### src/rtl/barcode_rx.sv
// ---------------------------------------------------------------------------
// barcode_rx
// Self-timed serial ID receiver. A calibration low pulse sets the bit period.
// After that, each data cell begins with a falling edge. The line is sampled
// "half" cycles after that edge, and ID_W cells are shifted in MSB first.
// An optional prefix on the top PREFIX_W bits is checked at frame end.
//
// Ports
//   clk         in   1     system clock
//   rst_n       in   1     asynchronous active-low reset
//   BC          in   1     asynchronous serial line, idles high
//   clr_ID_vld  in   1     consumer acknowledge, clears ID_vld and ovr
//   ID          out  ID_W  last accepted ID
//   ID_vld      out  1     ID holds an unacknowledged valid frame
//   ovr         out  1     sticky, a new ID arrived while ID_vld was set
//   err         out  1     one-cycle pulse, frame aborted
//   err_code    out  2     cause of last err: 01 prefix, 10 timeout,
//                          11 counter saturation
//   busy        out  1     receiver is inside a frame
// ---------------------------------------------------------------------------
module barcode_rx #(
    parameter int                ID_W     = 8,
    parameter int                PREFIX_W = 2,
    parameter int unsigned       PREFIX   = 0,
    parameter int                CNT_W    = 22,
    parameter logic [CNT_W-1:0]  MIN_HALF = 16,
    parameter logic [CNT_W-1:0]  TIMEOUT  = {CNT_W{1'b1}}
) (
    input  logic            clk,
    input  logic            rst_n,
    input  logic            BC,
    input  logic            clr_ID_vld,
    output logic [ID_W-1:0] ID,
    output logic            ID_vld,
    output logic            ovr,
    output logic            err,
    output logic [1:0]      err_code,
    output logic            busy
);

    localparam int               BW       = $clog2(ID_W + 1);
    localparam logic [BW-1:0]    BIT_LAST = BW'(ID_W - 1);
    localparam logic [BW-1:0]    BIT_ONE  = BW'(1);
    localparam logic [CNT_W-1:0] CNT_ONE  = CNT_W'(1);
    localparam logic [CNT_W-1:0] CNT_MAX  = {CNT_W{1'b1}};

    typedef enum logic [1:0] {
        ST_IDLE      = 2'd0,
        ST_CAL       = 2'd1,
        ST_WAIT_FALL = 2'd2,
        ST_SAMPLE    = 2'd3
    } state_t;

    state_t            state_r;
    logic              bc_meta_r;
    logic              bc_sync_r;
    logic              bc_dly_r;
    logic              fall_s;
    logic              accept_s;
    logic [CNT_W-1:0]  cnt_r;
    logic [CNT_W-1:0]  half_r;
    logic [BW-1:0]     bit_cnt_r;
    logic [ID_W-1:0]   shreg_r;
    logic              frame_end_r;
    logic [ID_W-1:0]   id_r;
    logic              id_vld_r;
    logic              ovr_r;
    logic              err_r;
    logic [1:0]        err_code_r;
    logic              busy_r;

    // Returns 1 when the top PREFIX_W bits equal PREFIX. A PREFIX_W of 0
    // disables the check. A shift is used instead of a part-select so that
    // PREFIX_W = 0 stays legal.
    function automatic logic prefix_ok(input logic [ID_W-1:0] v);
        logic [ID_W-1:0] top;
        logic [ID_W-1:0] want;
        top  = v >> (ID_W - PREFIX_W);
        want = ID_W'(PREFIX);
        if (PREFIX_W == 0) begin
            prefix_ok = 1'b1;
        end else begin
            prefix_ok = (top == want);
        end
    endfunction

    assign fall_s   = bc_dly_r & ~bc_sync_r;
    assign accept_s = prefix_ok(shreg_r);

    // Two-flop synchroniser plus one delay stage for edge detection.
    // All stages reset high so that no fall is seen after reset.
    always_ff @(posedge clk or negedge rst_n) begin
        if (!rst_n) begin
            bc_meta_r <= 1'b1;
            bc_sync_r <= 1'b1;
            bc_dly_r  <= 1'b1;
        end else begin
            bc_meta_r <= BC;
            bc_sync_r <= bc_meta_r;
            bc_dly_r  <= bc_sync_r;
        end
    end

    // Receiver FSM, consumer handshake and all registered outputs.
    always_ff @(posedge clk or negedge rst_n) begin
        if (!rst_n) begin
            state_r     <= ST_IDLE;
            cnt_r       <= {CNT_W{1'b0}};
            half_r      <= {CNT_W{1'b0}};
            bit_cnt_r   <= {BW{1'b0}};
            shreg_r     <= {ID_W{1'b0}};
            frame_end_r <= 1'b0;
            id_r        <= {ID_W{1'b0}};
            id_vld_r    <= 1'b0;
            ovr_r       <= 1'b0;
            err_r       <= 1'b0;
            err_code_r  <= 2'b00;
            busy_r      <= 1'b0;
        end else begin
            err_r       <= 1'b0;
            frame_end_r <= 1'b0;

            case (state_r)
                ST_IDLE: begin
                    if (fall_s) begin
                        state_r   <= ST_CAL;
                        busy_r    <= 1'b1;
                        cnt_r     <= {CNT_W{1'b0}};
                        bit_cnt_r <= {BW{1'b0}};
                    end else begin
                        busy_r    <= 1'b0;
                    end
                end

                ST_CAL: begin
                    if (bc_sync_r) begin
                        cnt_r <= {CNT_W{1'b0}};
                        // A low pulse that is too short is a glitch. It is
                        // dropped without raising an error.
                        if (cnt_r < MIN_HALF) begin
                            state_r <= ST_IDLE;
                            busy_r  <= 1'b0;
                        end else begin
                            half_r  <= cnt_r;
                            state_r <= ST_WAIT_FALL;
                        end
                    end else if (cnt_r == CNT_MAX) begin
                        err_r      <= 1'b1;
                        err_code_r <= 2'b11;
                        state_r    <= ST_IDLE;
                        busy_r     <= 1'b0;
                    end else begin
                        cnt_r <= cnt_r + CNT_ONE;
                    end
                end

                ST_WAIT_FALL: begin
                    if (fall_s) begin
                        state_r <= ST_SAMPLE;
                        cnt_r   <= {CNT_W{1'b0}};
                    end else if (cnt_r == TIMEOUT) begin
                        err_r      <= 1'b1;
                        err_code_r <= 2'b10;
                        state_r    <= ST_IDLE;
                        busy_r     <= 1'b0;
                    end else begin
                        cnt_r <= cnt_r + CNT_ONE;
                    end
                end

                ST_SAMPLE: begin
                    // A fall before the sample point is ignored. The cell
                    // is not resynchronised part way through.
                    if (cnt_r == half_r) begin
                        shreg_r   <= {shreg_r[ID_W-2:0], bc_sync_r};
                        bit_cnt_r <= bit_cnt_r + BIT_ONE;
                        cnt_r     <= {CNT_W{1'b0}};
                        if (bit_cnt_r == BIT_LAST) begin
                            state_r     <= ST_IDLE;
                            busy_r      <= 1'b0;
                            frame_end_r <= 1'b1;
                        end else begin
                            state_r <= ST_WAIT_FALL;
                        end
                    end else begin
                        cnt_r <= cnt_r + CNT_ONE;
                    end
                end

                default: begin
                    state_r <= ST_IDLE;
                    busy_r  <= 1'b0;
                end
            endcase

            // When a frame is accepted in the same cycle as an acknowledge,
            // the frame wins. ID_vld stays set and the acknowledge still
            // clears ovr.
            if (frame_end_r && accept_s) begin
                id_r     <= shreg_r;
                id_vld_r <= 1'b1;
                ovr_r    <= clr_ID_vld ? 1'b0 : (ovr_r | id_vld_r);
            end else if (clr_ID_vld) begin
                id_vld_r <= 1'b0;
                ovr_r    <= 1'b0;
            end else begin
                id_vld_r <= id_vld_r;
                ovr_r    <= ovr_r;
            end

            if (frame_end_r && !accept_s) begin
                err_r      <= 1'b1;
                err_code_r <= 2'b01;
            end
        end
    end

    assign ID       = id_r;
    assign ID_vld   = id_vld_r;
    assign ovr      = ovr_r;
    assign err      = err_r;
    assign err_code = err_code_r;
    assign busy     = busy_r;

endmodule

### config.mk
export PLATFORM = sky130hd
export DESIGN_NAME = barcode_rx
export DESIGN_NICKNAME = d
export VERILOG_FILES = /design/src/rtl/barcode_rx.sv
export SDC_FILE = /design/constraint.sdc
export NUM_CORES = 1
export LEC_CHECK = 0
export CORE_ASPECT_RATIO = 1.4
export CORE_MARGIN = 5
export CORE_UTILIZATION = 51
export CTS_CLUSTER_DIAMETER = 30
export DETAILED_ROUTE_END_ITERATION = 8
export PLACE_DENSITY = 0.82
export SLEW_MARGIN = 20
export SYNTH_ARGS = -nofsm -noshare
export SYNTH_HDL_FRONTEND = slang
export SYNTH_SLANG_ARGS = --single-unit
### constraint.sdc
create_clock -name clk -period 2.4 [get_ports clk]
set_input_delay 0.48 -clock clk [delete_from_list [all_inputs] [get_ports clk]]
set_output_delay 0.48 -clock clk [all_outputs]
set_load 0.02 [all_outputs]
==> impl_metrics.toml, run 1 <==
[status]
outcome = "completed"

[cells_and_area]
final_common_cell = "dfrtp_1"
layout.nets = 449
final_cell_mix = "dfrtp_1, nand2_1, buf_4"
area_growth_pct = 15.8
fillers = 648
drive_gt1_share_pct = 22.2
diodes = 0
postLayoutCellArea_mm2 = 0.00463

[place]
place_hpwl_um = 6770
placed_area_mm2 = 0.00446
gp_congestion = 1.00
portBuffers = 17

[clocking]
cts.clk_slew.worst_paths_ps = 70
holdBufCountCts = 0
clkLatencyLatePin_ps = 360
post-cts-setup-buffers = 0
cts_buffer_depth = 2
cts_tree = "built"
cts_root_buffer = "clkbuf_8"
htree_levels = 3
cts.sinks = 76
numCtsBuffers = 9

[logic_synthesis]
synth-seq-cells = 76
synth_compound_area_share_pct = 13.4
synthXorXnorAreaFrac_pct = 4.81
synthAdderAreaFrac_pct = 2.19
synth-edff-count = 0
synthFlopType = "dfrtp_1"
async_reset_ff_share_pct = 100
synth_top_family_by_area = "simple AND/OR/NAND/NOR gates"
syn_inst = 400
postSynthAreaPerCell_um2 = 10.0
syn_nets = 411
yosysSeqAreaShare_pct = 47.6
yosys_warnings = 0
synth_mux_area_share_pct = 9.22
ys_types = 55
synthSimpleGateAreaFrac_pct = 18.8
syn_area_mm2 = 0.00400

[die]
core_region_area_mm2 = 0.00770
initial_core_util_pct = 52.0
die_w_um = 84.9
num_rows = 38
die_y_um = 115
io_pins = 18
die-area_mm2 = 0.00974

[setup_path]
crit_required_ps = 2630
cp_max_fo = 14
crit_path_end_kind = "register"
critical_path_class = "reg2reg"
worstPathArrival_ps = 2540
start_kind = "register"

[route]
drt_iter0_markers = 202
antenna_left = 0
dr_total_vias = 3201
avgRoutedWirePerCell_um = 16.9
route.detailed.drc = 0
viasPerCell = 5.91
wirelength_um = 9140
first_pass_iters = 4

[timing]
hold_viol = 0
final.period_utilization_pct = 96.2
skew_ps = 8.05
worst_slew_pin_slew_ps = 567
max_freq_mhz = 433
drv_slew = 0
finalSetupViolCount = 0
max_slew_margin_pct = 61.9
finalCriticalPeriod_ps = 2310
worst_hold_slack_ps = 104

[global_routing]
grt_pass1_wl_um = 15200
grt_usage_pct = 20.1
grt_max_degree = 43
grt_overflow_total = 0
antenna_found_initial = 0
grt_pass1_vias = 3225

[flow_run]
max_cap_viol_count = 0

[power]
p_leak_nw = 2.10
ir_worst_vdd_mv = 0.366
power_density_mw_per_mm2 = 619

[hold_path]
hold_class = "in2async"
[per-layer routing]
metal / GRT usage, % / share of wire, %
met5: 0 / 0
met3: 4.52 / 5.4
met4: 13.0 / 5.5
met1: 22.2 / 38
met2: 34.7 / 51
[worst paths after layout]
kind / from / endpoint / slack (ps) / cells past startpoint
max: cnt_r[1]$_DFFE_PN0P_ / cnt_r[4]$_DFFE_PN0P_ / 90 / 8
min in group clk: bc_meta_r$_DFF_PN1_ / bc_sync_r$_DFF_PN1_ / 360 / 0
max in group asynchronous: rst_n / bc_meta_r$_DFF_PN1_ / 1650 / 2
min reg2reg: bc_meta_r$_DFF_PN1_ / bc_sync_r$_DFF_PN1_ / 360 / 0
max reg2reg: cnt_r[1]$_DFFE_PN0P_ / cnt_r[4]$_DFFE_PN0P_ / 90 / 8
min: rst_n / half_r[15]$_DFFE_PN0P_ / 100 / 1
[registers in the layout (all words and copies together), names as in the netlist, 2 cells and up]
name,cells
half_r,22
state_r,2
ID,8
cnt_r,22
shreg_r,8
err_code,2
bit_cnt_r,4
[metrics by stage]
stage	power, mW	utilization, %	cells	setup slack (ps)	setup TNS [ps]
6_report	2.87	60.2	542	90.2	0
5_1_grt	3.03	60.2	542	-11.5	-11.5
4_1_cts	2.87	59.9	542	30.0	0
3_5_place_dp	2.06	57.9	527	-33.2	-40.0
3_3_place_gp	2.03	57.9	527	67.4	0
2_1_floorplan	1.78	-	400	116	0
[cells in the mapped netlist (2+ instances only)]
master	n	share of area (%)
ha_1	7	2.2
clkbuf_1	10	0.94
nor3_1	5	0.63
nor2b_1	6	0.94
buf_2	10	1.3
nor4_1	5	0.78
a22oi_1	5	0.94
inv_1	11	1.0
nand2_1	38	3.6
and3_1	5	0.78
nor2_1	30	2.8
xor2_1	2	0.44
a41oi_1	2	0.44
o211ai_1	6	1.1
a31oi_1	10	1.6
or3_1	2	0.31
mux2i_1	2	0.50
dfstp_2	3	2.0
nand3_1	20	2.5
a21oi_1	19	2.4
and2_1	7	1.1
nand4_1	9	1.4
buf_4	4	0.75
mux2_2	31	8.7
a32o_1	2	0.50
xnor2_1	20	4.4
dfrtp_1	73	46
a21o_1	3	0.56
o21a_1	3	0.56
a22o_1	2	0.44
nand2b_1	3	0.47
o32ai_1	2	0.44
o21ai_0	19	2.4
a2bb2oi_1	2	0.44
nand2_2	2	0.31
[report_power, final]
| group | switching (mW) | leakage, nW | internal [mW] |
|---|---|---|---|
| logic | 0.474 | 0.969 | 0.257 |
| clock network | 0.443 | 0.0800 | 0.365 |
| registers | 0.0241 | 1.05 | 1.31 |
| total | 0.941 | 2.10 | 1.93 |
[kinds of logic after synthesis]
family	after synthesis
muxes	33
DFF	76
AOI/OAI and AO/OA	83
buffers and inverters	35
adders and majority gates	7
and+or+nand+nor	144
xor gates and xnor gates	22
[timing repair]
| item | 4_1_cts | 5_1_grt |
|---|---|---|
| pin swaps | 0 | 1 |
| endpoints found under the setup margin | 4 | 18 |
| resized for setup | 2 | 6 |
| cloned | 0 | 0 |
| hold endpoints to repair | 0 | 0 |
[worst max-delay path, stage by stage (launching register included)]
cell and delay [ps]:
dfrtp_1 430, ha_1 240, nand4_1 140, or3_4 380
nor3_2 210, nor2_1 80, o21a_2 320, a22o_1 230
nand3b_1 150
[cell type report]
| class | count | area [um2] | area share [%] |
|---|---|---|---|
| clock buffers | 12 | 135 | 2.92 |
| clock inverters | 3 | 15.0 | 0.324 |
| inverters | 11 | 41.3 | 0.891 |
| multi-input cells | 289 | 1960 | 42.4 |
| flip-flops and latches | 76 | 1910 | 41.1 |
| well taps | 100 | 125 | 2.70 |
| repair buffers | 51 | 448 | 9.67 |
No activity file was read; power rests on OpenSTA's default activity.
==> inputs of run 2 (changes only) <==
- ABC_AREA: unset -> 1
- PLACE_DENSITY: 0.82 -> 0.72
- SLEW_MARGIN: 20 -> unset
==> run 2 against run 1 <==
Compared with the run above: cell count is 31% higher; critical path type unchanged; area after synthesis grew 6.6%; clock skew shrank 1.4 ps; flip-flop and latch count stayed put.
==> impl_metrics.toml, run 2 <==
[logic_synthesis]
synth_area_leaders = "dfrtp_1, nand2_1, inv_1"
postSynthAreaPerCell_um2 = 7.34
ys_types = 33
synth_top_family_by_area = "simple AND/OR/NAND/NOR gates"
synthXorXnorAreaFrac_pct = 1.85
synth_top_cell_by_area = "dfrtp_1"
yosysSeqAreaShare_pct = 44.7
synth_top_area_share_pct = 42.8
syn_area_mm2 = 0.00427
ys_top_cells_by_count = "nand2_1, dfrtp_1, inv_1"
yosysMostFrequentCell = "nand2_1"
syn_inst = 581
synth_compound_area_share_pct = 9.86
synth-seq-cells = 76
syn_nets = 592
synthAdderAreaFrac_pct = 2.05
synthSimpleGateAreaFrac_pct = 32.6
synth-edff-count = 0
async_reset_ff_share_pct = 100
yosys_warnings = 0
synth_mux_area_share_pct = 0.528
synthFlopType = "dfrtp_1"

[setup_path]
start_kind = "register"
crit_required_ps = 2660
crit_path_end_kind = "register"
cp_max_fo = 11
crit_top_cell = "nor2_4"
critical_path_class = "reg2reg"
crit_buf_inv = 0
crit_path_top_delay_cell = "dfrtp_1"
cpPeakStageDelay_ps = 510
worstPathArrival_ps = 2430
crit_chain = "ha_1, nand2_4, nor2_4, nand2_4, nor2_4, nand2_2, nor2_4, nand3_2, nand2_1, nand4_1, o21ai_1"
cp_top_family = "simple AND/OR/NAND/NOR gates"

[power]
p_leak_nw = 2.32
power_density_mw_per_mm2 = 700
ir_worst_vdd_mv = 0.460

[global_routing]
grt_pass1_vias = 3713
met2_usage_pct = 34.0
grt_overflow_total = 0
grt_pass1_wl_um = 17200
grtUsageMet1_pct = 25.8
grt_usage_pct = 21.1
grt_busiest_layer = "met2"
antenna_found_initial = 0
grt.met3_usage_pct = 3.06
grt_max_degree = 49

[die]
die_y_um = 118
die-area_mm2 = 0.0103
core_region_area_mm2 = 0.00815
initial_core_util_pct = 52.3
num_rows = 39
die_w_um = 87.3
io_pins = 18

[timing]
final.period_utilization_pct = 90.2
hold_viol = 0
max_slew_margin_pct = 58.0
worst_hold_slack_ps = 149
fin_ws_ps = 236
finalSetupViolCount = 0
worst_slew_pin_slew_ps = 630
skew_ps = 6.61
finalCriticalPeriod_ps = 2160
max_freq_mhz = 462
setup_tns_ps = 0
rsz0062_at_grt = "false"
drv_slew = 0

[cells_and_area]
final_common_cell = "nand2_1"
area_growth_pct = 14.8
postLayoutCellArea_mm2 = 0.00490
final_cells = 712
layout.nets = 616
final_cell_mix = "nand2_1, dfrtp_1, inv_1"
diodes = 0
top_regs = "cnt_r: 22 flops, half_r: 22 flops"
drive_gt1_share_pct = 10.3

[route]
route.detailed.drc = 0
viasPerCell = 5.35
antenna_left = 0
first_pass_iters = 5
dr_total_vias = 3807
wirelength_um = 10000
avgRoutedWirePerCell_um = 14.1
drt_iter0_markers = 278

[clocking]
ctsResizeCount = 0
cts_buffer_depth = 2
clkLatencyLatePin_ps = 340
holdBufCountCts = 0
numCtsBuffers = 9
post-cts-setup-buffers = 0
cts.clk_slew.worst_paths_ps = 60
htree_levels = 3
cts_tree = "built"
cts_root_buffer = "clkbuf_16"
cts.sinks = 76

[place]
gp_congestion = 0.943
place_hpwl_um = 7290
dpl.cell_count = 696
portBuffers = 17
placed_area_mm2 = 0.00457
place_ws_ps = 261

[hold_path]
hold_class = "in2async"

[status]
outcome = "completed"

[flow_run]
max_cap_viol_count = 0
-- run 2: worst paths after layout --
kind	from	endpoint	slack [ps]	cells past startpoint
setup / recovery	cnt_r[0]$_DFFE_PN0P_	cnt_r[6]$_DFFE_PN0P_	240	11
hold / removal	rst_n	cnt_r[0]$_DFFE_PN0P_	150	1
setup reg to reg	cnt_r[0]$_DFFE_PN0P_	cnt_r[6]$_DFFE_PN0P_	240	11
hold reg to reg	bc_meta_r$_DFF_PN1_	bc_sync_r$_DFF_PN1_	370	0
max in group asynchronous	rst_n	half_r[7]$_DFFE_PN0P_	1710	2
min in group clk	bc_meta_r$_DFF_PN1_	bc_sync_r$_DFF_PN1_	370	0
-- run 2: cell families (layout without fill, tap and decap cells) --
logic type               Yosys count  after routing
adder cells (fa/ha/maj)            7              7
XOR/XNOR                           9              9
flip-flops                        76             76
buffers and inverters             89            118
AND/OR/NAND/NOR                  316            316
AO/OA/AOI/OAI                     82             82
multiplexers                       2              2
-- run 2: final cells by class --
class	count	area, um2
repair buffers	27	255
clock inverters	5	85.1
well taps	102	128
fillers	721	3250
flip-flops and latches	76	1910
clock buffers	11	243
multi-input cells	416	2000
inverters	75	282
-- run 2: worst reg2reg max path: stages, from the launching register on --
cell	delay, ps
dfrtp_1	510
ha_1	270
nand2_4	70
nor2_4	140
nand2_4	90
nor2_4	130
nand2_2	100
nor2_4	120
nand3_2	260
nand2_1	210
nand4_1	100
o21ai_1	90
-- run 2: per-layer routing --
metal  share of wire, %  routed length [um]
met1                 41                4160
met2                 49                4890
met3                5.0                 501
met4                4.9                 493
met5                  0                   0
-- run 2: power by group --
| part | switching, mW | internal (mW) | leakage, nW | total, mW |
|---|---|---|---|---|
| Combinational | 0.441 | 0.173 | 1.11 | 0.614 |
| Sequential | 0.0359 | 1.31 | 1.05 | 1.34 |
| Clock | 0.526 | 0.942 | 0.156 | 1.47 |
| Total | 1.00 | 2.42 | 2.32 | 3.43 |
-- run 2: through the flow --
| step | utilization [%] | power, mW |
|---|---|---|
| floorplan | - | 1.77 |
| global placement | 56.1 | 1.95 |
| detailed placement | 56.1 | 1.97 |
| CTS | 60.1 | 3.45 |
| global route | 60.1 | 3.57 |
| finish | 60.1 | 3.43 |
==> inputs of run 3 (changes only) <==
- SKIP_LAST_GASP: unset -> 1
==> results of run 3 <==
Same layout as run 2: the final DEF is identical, and so are final timing and power.
